[src/rtl/cpu_control_unit.sv]
// Two-stage CPU control unit: decode register captures opcode/operands, execute register
// holds the 8-bit ALU result with carry/zero flags and a one-cycle result_valid pulse.
module cpu_control_unit (
   input  logic        clk,
   input  logic        rst_n,
   input  logic        instr_valid,
   input  logic [18:0] instruction,
   output logic [7:0]  result,
   output logic        result_valid,
   output logic        carry,
   output logic        zero
);

   typedef enum logic [2:0] {
      OP_NOP = 3'b000,
      OP_ADD = 3'b001,
      OP_SUB = 3'b010,
      OP_INC = 3'b011,
      OP_DEC = 3'b100,
      OP_AND = 3'b101,
      OP_OR  = 3'b110,
      OP_NOT = 3'b111
   } opcode_e;

   logic       s1_valid_q, s1_valid_d;
   opcode_e    s1_op_q, s1_op_d;
   logic [7:0] s1_a_q, s1_a_d;
   logic [7:0] s1_b_q, s1_b_d;

   logic [7:0] result_q, result_d;
   logic       result_valid_q, result_valid_d;
   logic       carry_q, carry_d;
   logic       zero_q, zero_d;

   logic [8:0] alu_wide;

   // Operands only move on a valid instruction so idle-cycle bus contents never reach the ALU.
   always_comb begin
      s1_valid_d = instr_valid;
      s1_op_d    = s1_op_q;
      s1_a_d     = s1_a_q;
      s1_b_d     = s1_b_q;
      if (instr_valid) begin
         s1_op_d = opcode_e'(instruction[18:16]);
         s1_a_d  = instruction[15:8];
         s1_b_d  = instruction[7:0];
      end
   end

   // Bit 8 of the 9-bit result is carry for add/inc and borrow for sub/dec.
   always_comb begin
      alu_wide = 9'd0;
      case (s1_op_q)
         OP_NOP: alu_wide = 9'd0;
         OP_ADD: alu_wide = {1'b0, s1_a_q} + {1'b0, s1_b_q};
         OP_SUB: alu_wide = {1'b0, s1_a_q} - {1'b0, s1_b_q};
         OP_INC: alu_wide = {1'b0, s1_a_q} + 9'd1;
         OP_DEC: alu_wide = {1'b0, s1_a_q} - 9'd1;
         OP_AND: alu_wide = {1'b0, s1_a_q & s1_b_q};
         OP_OR:  alu_wide = {1'b0, s1_a_q | s1_b_q};
         OP_NOT: alu_wide = {1'b0, ~s1_a_q};
      endcase
   end

   always_comb begin
      result_d       = result_q;
      carry_d        = carry_q;
      zero_d         = zero_q;
      result_valid_d = 1'b0;
      if (s1_valid_q && (s1_op_q != OP_NOP)) begin
         result_d       = alu_wide[7:0];
         carry_d        = alu_wide[8];
         zero_d         = (alu_wide[7:0] == 8'h00);
         result_valid_d = 1'b1;
      end
   end

   always_ff @(posedge clk or negedge rst_n) begin
      if (!rst_n) begin
         s1_valid_q     <= 1'b0;
         s1_op_q        <= OP_NOP;
         s1_a_q         <= 8'h00;
         s1_b_q         <= 8'h00;
         result_q       <= 8'h00;
         result_valid_q <= 1'b0;
         carry_q        <= 1'b0;
         zero_q         <= 1'b0;
      end else begin
         s1_valid_q     <= s1_valid_d;
         s1_op_q        <= s1_op_d;
         s1_a_q         <= s1_a_d;
         s1_b_q         <= s1_b_d;
         result_q       <= result_d;
         result_valid_q <= result_valid_d;
         carry_q        <= carry_d;
         zero_q         <= zero_d;
      end
   end

   assign result       = result_q;
   assign result_valid = result_valid_q;
   assign carry        = carry_q;
   assign zero         = zero_q;

endmodule

[config.mk]
export PLATFORM = sky130hd
export DESIGN_NAME = cpu_control_unit
export DESIGN_NICKNAME = d
export VERILOG_FILES = /design/src/rtl/cpu_control_unit.sv
export SDC_FILE = /design/constraint.sdc
export NUM_CORES = 1
export LEC_CHECK = 0
export CORE_ASPECT_RATIO = 1.5
export CORE_MARGIN = 2
export CORE_UTILIZATION = 35
export CTS_BUF_LIST = sky130_fd_sc_hd__clkbuf_4 sky130_fd_sc_hd__clkbuf_8 sky130_fd_sc_hd__clkbuf_16
export CTS_CLUSTER_DIAMETER = 30
export DETAILED_ROUTE_END_ITERATION = 7
export SLEW_MARGIN = 20
export SYNTH_ARGS = -nofsm -noshare
export SYNTH_HDL_FRONTEND = slang
export SYNTH_SLANG_ARGS = --single-unit
[constraint.sdc]
create_clock -name clk -period 5.45 [get_ports clk]
set_input_delay 0.8175 -clock clk [delete_from_list [all_inputs] [get_ports clk]]
set_output_delay 0.8175 -clock clk [all_outputs]
set_load 0.05 [all_outputs]
=== Yosys cells after proc, flatten, opt, wreduce, memory -nomap -nowiden ===
Index checks and enable logic that the tools add are counted.

* Output and inout bits: 11
* Bits of input ports: 22
* Logic and storage cells: 28
* Bits in registers: 31

* Reduce and logical (&&, ||, !) cells: 4
* Multiplexer cells: 2
* Bitwise operators: 3
* Add/sub/neg operators: 4
* Eq/ne operators: 7

{| class="wikitable"
|+ Operators with widths
! operator !! number
|-
| $pmux 9 s8 || 1
|-
| $eq 3x3->1 const B || 4
|-
| $add 8x1->9 const B || 1
|-
| $add 8x8->9 || 1
|-
| $sub 8x1->9 const B || 1
|-
| $sub 8x8->9 || 1
|-
| $and 8x8->8 || 1
|-
| $logic_not 8->1 || 1
|-
| $not 8->8 || 1
|-
| $or 8x8->8 || 1
|-
| $eq 3x2->1 const B || 2
|-
| $eq 3x1->1 const B || 1
|-
| $logic_not 3->1 || 1
|-
| $reduce_bool 3->1 || 1
|-
| $logic_and 1x1->1 || 1
|-
| $mux 1 || 1
|}

=== Longest topological paths before layout ===
Gate-level depths: netlist of the first run.

* Depth after elaboration: 3
* Depth in mapped cells: 15
* Depth with buffers taken out: 13

=== Least setup slack after synthesis of the first run ===
OpenSTA, ideal clock, no wires.

* Path type: register to register
* Start: register s1_op_q[1]
* End: register result_q[7] (netlist: result[7])
* Path buffers: 3
* Slack: 2.128 ns
* Arrival time: 3.197 ns
* Cell stages (with the launch flop): 15
* Path through: dfrtp_1 > buf_2 > buf_2 > nor2b_1 > clkbuf_1 > a21boi_0 > o22ai_1 > ha_1 > and2_4 > a221o_1 > a221o_1 > a21oi_2 > xor2_1 > o22ai_1 > mux2_2

* Longest elaborated chain between the ends: 2
* Elaborated cells between the ends (all ways): 11

{| class="wikitable"
|+ RTL lines
! what !! line !! RTL
|-
| start: declaration || 26 || <nowiki>opcode_e s1_op_q, s1_op_d;</nowiki>
|-
| start signal: assignment || 90 || <nowiki>s1_op_q <= s1_op_d;</nowiki>
|-
| $eq 3x3->1 (tied with other cells) || 53 || <nowiki>case (s1_op_q)</nowiki>
|-
| $pmux 9 s8 or $logic_and 1x1->1 (tied branches) || 53, 70 ||
|-
| end signal: assignment || 93 || <nowiki>result_q <= result_d;</nowiki>
|-
| end: declaration || 30 || <nowiki>logic [7:0] result_q, result_d;</nowiki>
|}

Parallel ways exist; a longest one is shown, timed or not.
A chain may end at the register's enable or synchronous reset.

=== Worst setup path in the final report of the first run ===
Ends and elaborated chain as after synthesis.

==> metrics, run 1 <==
CP max stage delay=760 ps; maxcap violations=0; clk buf depth=2; Placed Cells=329; clk slew on worst S/H paths=70 ps; final hold violation count=0; Setup TNS=0 ps; Leakage=1.08 nW; f_max=266 MHz; Synth cell types=49; clock latency on the worst-skew pair=280 ps; DR WL met3=183 um; Critical Path Sink Type=flop; post-synthesis cell area=0.00216 mm^2; # diodes=0; Final #Nets=295; Post-Synth Simple-Gate Area=13.1%; drt pass-1 iters=4; EDFF count, synth=0; Setup Fix Bufs, Post-CTS=0; mux cell area share after synthesis=9.25%; actual slew at the worst max-slew pin=921 ps; final cell count without fillers=336; worst endpoint required time=5620 ps; drt drc=0; Startpoint Class=flop; FF+latch area=776 um^2; Tcrit/Tclk final=69.1%; post-synthesis adder-cell area fraction=7.63%; run status=finished clean; syn nets=271; Crit Path Class=reg2reg; top sig layer=met4; met2 wire len=2470 um; Die Ht=100 um; Mapped Cells=238; dpl hpwl=3670 um; yosys warns=0; Initial Utilization=35.8%; area growth from synthesis to layout=20.5%; Final Slew Violations=0; total clock sinks=31; Seq/Total Area, Yosys=35.8%; HP Class=reg2reg; #FFs+latches synth=31; VDD IR max=146 uV; Chip Width=68.2 um; initial antenna violation count=0; number of DRC markers in iteration 0=59; CTS Buf Count=5; gpl congestion=0.888; Vias=1,824; main combinational cell family by area after synthesis=compound AO/OA/AOI/OAI gates; num ports=33; Pwr per Cell Area=365 mW/mm^2; commonest cells in the netlist=dfrtp_1 (31), nand2_1 (18), a21oi_1 (17), mux2_2 (16); buffers added on ports=32; min Tclk post-route=3760 ps; GRT Total Usage=15.1%; Placeable Area=0.00604 mm^2; Post-synth top flop=dfrtp_1; RSZ-0062 raised after global routing=no; cell chain of the critical path=nor2b_1 -> a21boi_0 -> o22ai_1 -> ha_1 -> and2_4 -> a221o_1 -> a221o_1 -> a21oi_2 -> xor2_1 -> o22ai_1 -> mux2_2; share of layout cells above drive strength 1=11.8%; Crit-path slowest cell=dfrtp_1; number of buffers and inverters on the critical path=0; xor/xnor cell area share of the yosys netlist=4.86%; final WL=4720 um; largest net degree at the start of global routing=32; Crit path max-delay family=compound AO/OA/AOI/OAI gates; CTS resizes=0; vias in the first global route=1,641; htree depth=2; critical path peak fanout=23; area leader, netlist=dfrtp_1; M1 WL=1980 um; vias per cell=5.43; asr flop ratio synth=100%; first-pass GRT wire length=7890 um; Synth top area share=35.8%; CTS tree=yes; CTS Hold Buffers Added=0; post-route ant nets=0; Clock Skews=8.45 ps; root buffer selected by CTS=clkbuf_8; die area=0.00684 mm^2; ranking of synthesized cells by area=dfrtp_1 (36%), mux2_2 (8.3%), ha_1 (5.8%); Synth Area in Compound Gates=24.7%; Avg WL per Cell=14.1 um; Rel. slew slack=38.4%; Finish-stage setup viols=0; row cnt=35; CP arrival=3930 ps; gr ovfl total=0; most common cell in the netlist=dfrtp_1; Mean Syn Cell Area=9.09 um^2; Layout fillers=638; area of the multi-input gates=0.00129 mm^2
==> layout by cell type (no fill, tap or decap), types with 9 or more instances in the layout <==
cell | Yosys | final
a21oi_1 | 17 | 17
clkdlybuf4s50_1 | 0 | 32
dfrtp_1 | 31 | 31
ha_1 | 10 | 10
inv_1 | 9 | 9
mux2_2 | 16 | 16
nand2_1 | 18 | 18
nor2_1 | 14 | 14
o21ai_0 | 14 | 14
o22ai_1 | 10 | 10
==> stage by stage <==
stage	utilization (%)	hold slack, ps	setup slack (ps)	power, mW	area (um^2)
after global placement	41.7	459	1810	0.769	2520
after floorplan	-	522	2130	0.650	2160
after CTS	43.1	484	1740	0.961	2610
after global routing	43.1	519	1390	1.01	2610
after detailed placement	41.7	468	1760	0.773	2520
final	43.1	475	1690	0.951	2610
==> where the power goes <==
part | total [mW] | internal (mW) | switching, mW
combinational | 0.454 | 0.198 | 0.256
clock | 0.183 | 0.0989 | 0.0837
sequential | 0.314 | 0.271 | 0.0435
==> worst reg2reg max path, stage by stage, from the launching register on <==
cell	delay, ps
dfrtp_1	760
nor2b_1	660
a21boi_0	200
o22ai_1	190
ha_1	300
and2_4	160
a221o_1	340
a221o_1	380
a21oi_2	150
xor2_1	150
o22ai_1	110
mux2_2	280
==> worst paths after layout <==
kind                       cells after the start   endpoint        from  slack, ps
max in group asynchronous                      2  s1_a_q[6]       rst_n       4240
max reg2reg                                   11  result[7]  s1_op_q[1]       1690
min in group asynchronous                      2  s1_a_q[0]       rst_n        920
min                                            2  result[1]   result[1]        470
min reg2reg                                    2  result[1]   result[1]        470
max                                           11  result[7]  s1_op_q[1]       1690
==> flip-flops by register name (all words and copies together) (netlist names) <==
name / cells
result: 8
s1_a_q: 8
s1_b_q: 8
s1_op_q: 3
carry: 1
result_valid: 1
s1_valid_q: 1
zero: 1
==> final cells by class <==
type | count | share of cell area, %
clock buffer | 6 | 3.17
clock inverter | 1 | 0.192
inverter | 9 | 1.30
multi-input combinational | 182 | 49.5
sequential | 31 | 29.8
tap | 74 | 3.55
timing repair buffer | 33 | 12.6
==> routing by layer <==
| metal | vias to the layer above | global-route usage [%] |
|---|---|---|
| met5 | - | 0 |
| met4 | 0 | 6.77 |
| met3 | 9 | 2.91 |
| met2 | 45 | 25.6 |
| met1 | 856 | 17.9 |
| li1 | 914 | - |
==> logic make-up (layout without fill, tap and decap cells) <==
logic type	Yosys count	count (layout)
compound gates	81	81
xor+xnor	12	12
mux	18	18
simple gates	58	58
flops	31	31
buf+inv	25	49
fa+ha+maj	13	13
No activity file was read; power rests on OpenSTA's default activity.
==> run 2, diff against run 1 <==
==> constraint.sdc (replaced) <==
create_clock -name clk -period 3.5 [get_ports clk]
set_input_delay 0.525 -clock clk [delete_from_list [all_inputs] [get_ports clk]]
set_output_delay 0.525 -clock clk [all_outputs]
set_load 0.05 [all_outputs]
==> run 2 against run 1 <==
Effect of this change:
- clock skew fell by 4.6 ps
- first-iteration DRC count rose by 14%
- non-clock buffer count rose by 8
- utilization is 1.3 points higher
- sequential share of layout area fell by 0.85 points
- flip-flop and latch count is the same
- global-route usage is 1.8 points higher
- final cell count rose by 2.7%
- clock power rose by 74%
- largest cell class unchanged
- largest power group unchanged
==> metrics, run 2 (synthesized netlist as in run 1, its figures left out) <==
combinational share of power=47.9%; min Tclk post-route=3190 ps; Setup TNS=0 ps; num ports=33; Finish-stage setup viols=0; Pwr per Cell Area=573 mW/mm^2; Vias=1,861; critical path peak fanout=8; post-route ant nets=0; Setup Fix Bufs, Post-CTS=0; maxcap violations=0; # diodes=0; Chip Width=68.2 um; placed cell area=0.00258 mm^2; Crit-path slowest cell=dfrtp_1; drt drc=0; Clock Skews=3.89 ps; cell chain of the critical path=nor2b_1 -> buf_4 -> o22ai_1 -> ha_1 -> and2_4 -> a221o_1 -> a221o_1 -> a21oi_2 -> xor2_1 -> o22ai_1 -> mux2_2; htree depth=2; Switching Share=39.6%; vias in the first global route=1,841; CP arrival=3360 ps; Final Total Pwr=1.54 mW; f_max=313 MHz; worst endpoint required time=3670 ps; final WL=5160 um; Seq pwr share=31.3%; initial antenna violation count=0; Crit path max-delay family=compound AO/OA/AOI/OAI gates; root buffer selected by CTS=clkbuf_8; RSZ-0062 raised after global routing=no; Clock Power Share=20.7%; actual slew at the worst max-slew pin=740 ps; clk buf depth=2; row cnt=35; total clock sinks=31; Tcrit/Tclk final=91.2%; Final Slew Violations=0; P_sw=0.608 mW; largest net degree at the start of global routing=32; Internal=0.929 mW; Placeable Area=0.00604 mm^2; area growth from synthesis to layout=24.0%; CTS Buf Count=5; share of layout cells above drive strength 1=14.8%; number of DRC markers in iteration 0=67; Rel. slew slack=50.5%; final instance area=0.00268 mm^2; gr ovfl total=0; first-pass GRT wire length=8720 um; clk slew on worst S/H paths=70 ps; Crit Path Class=reg2reg; dpl hpwl=4110 um; gpl congestion=0.860; Avg WL per Cell=14.9 um; Initial Utilization=35.8%; GRT Total Usage=16.9%; most common cell after layout, fill and taps aside=clkdlybuf4s50_1; CTS tree=yes; Final #Nets=303; buffers added on ports=32; most frequent cells in the layout=clkdlybuf4s50_1 (32), dfrtp_1 (31), nand2_1 (18); drt pass-1 iters=4; final hold slack=476 ps; clock latency on the worst-skew pair=280 ps; CTS resizes=0; Startpoint Class=flop; Leakage=1.12 nW; number of buffers and inverters on the critical path=1; CP max stage delay=490 ps; Critical Path Sink Type=flop; VDD IR max=280 uV; Die Ht=100 um; HP Class=reg2reg; CTS Hold Buffers Added=0; vias per cell=5.39; final hold violation count=0; die area=0.00684 mm^2; run status=finished clean
-- run 2: changes by cell type in the layout (fill, tap and decap cells not counted) --
| cell | previous run | this run |
|---|---|---|
| clkbuf_4 | 0 | 1 |
| clkbuf_8 | 6 | 7 |
| buf_4 | 1 | 9 |
| clkinv_2 | 1 | 0 |
-- run 2: area by class of cell --
| class | count | area, um^2 |
|---|---|---|
| repair buffers | 41 | 388 |
| multi-input cells | 182 | 1290 |
| clock buffers | 8 | 104 |
| flip-flops and latches | 31 | 776 |
| fillers | 606 | 3360 |
| well taps | 74 | 92.6 |
| inverters | 9 | 33.8 |
-- run 2: metrics by stage --
step / instances / utilization (%) / setup WS [ps]
2_1_floorplan: 238 / - / 178
3_3_place_gp: 337 / 42.7 / 380
3_5_place_dp: 337 / 42.7 / 325
4_1_cts: 345 / 44.4 / 305
5_1_grt: 345 / 44.4 / 128
6_report: 345 / 44.4 / 309
-- run 2: worst reg2reg max path, cell delays in order (launching register included) --
cell     delay [ps]
dfrtp_1         490
nor2b_1         380
buf_4           220
o22ai_1          80
ha_1            350
and2_4          190
a221o_1         340
a221o_1         360
a21oi_2         150
xor2_1          150
o22ai_1         100
mux2_2          270
-- run 2: power groups by stage --
stage	clock, mW	combinational, mW	sequential [mW]
6_report	0.319	0.737	0.481
5_1_grt	0.347	0.805	0.494
4_1_cts	0.331	0.740	0.484
3_5_place_dp	0	0.738	0.490
3_3_place_gp	0	0.726	0.487
2_1_floorplan	0	0.396	0.617
-- run 2: final timing paths --
kind                            start        end  slack [ps]  cells past startpoint
setup reg to reg           s1_op_q[1]  result[7]         310                     11
setup / recovery           s1_op_q[1]  result[7]         310                     11
min in group asynchronous       rst_n  s1_a_q[0]         640                      2
hold reg to reg             result[5]  result[5]         480                      2
hold / removal              result[5]  result[5]         480                      2
max in group asynchronous       rst_n       zero        2570                      2
-- run 2: metal layers --
metal | part of all wire [%] | wire length [um] | global-route usage (%) | up-vias
li1 | - | - | - | 928
met1 | 41 | 2120 | 19.4 | 899
met2 | 56 | 2880 | 30.2 | 30
met3 | 2.2 | 111 | 3.03 | 4
met4 | 0.85 | 44 | 5.85 | 0
met5 | 0 | 0 | 0 | -
==> run 3, diff against run 2 <==
--- a/config.mk
+++ b/config.mk
@@ -9,8 +9,9 @@
 export CORE_MARGIN = 2
 export CORE_UTILIZATION = 35
 export CTS_BUF_LIST = sky130_fd_sc_hd__clkbuf_4 sky130_fd_sc_hd__clkbuf_8 sky130_fd_sc_hd__clkbuf_16
-export CTS_CLUSTER_DIAMETER = 30
+export CTS_CLUSTER_DIAMETER = 80
 export DETAILED_ROUTE_END_ITERATION = 7
+export GPL_TIMING_DRIVEN = 1
 export SLEW_MARGIN = 20
 export SYNTH_ARGS = -nofsm -noshare
 export SYNTH_HDL_FRONTEND = slang
==> results of run 3 <==
Final layout, timing and power as in run 2 (identical DEF).
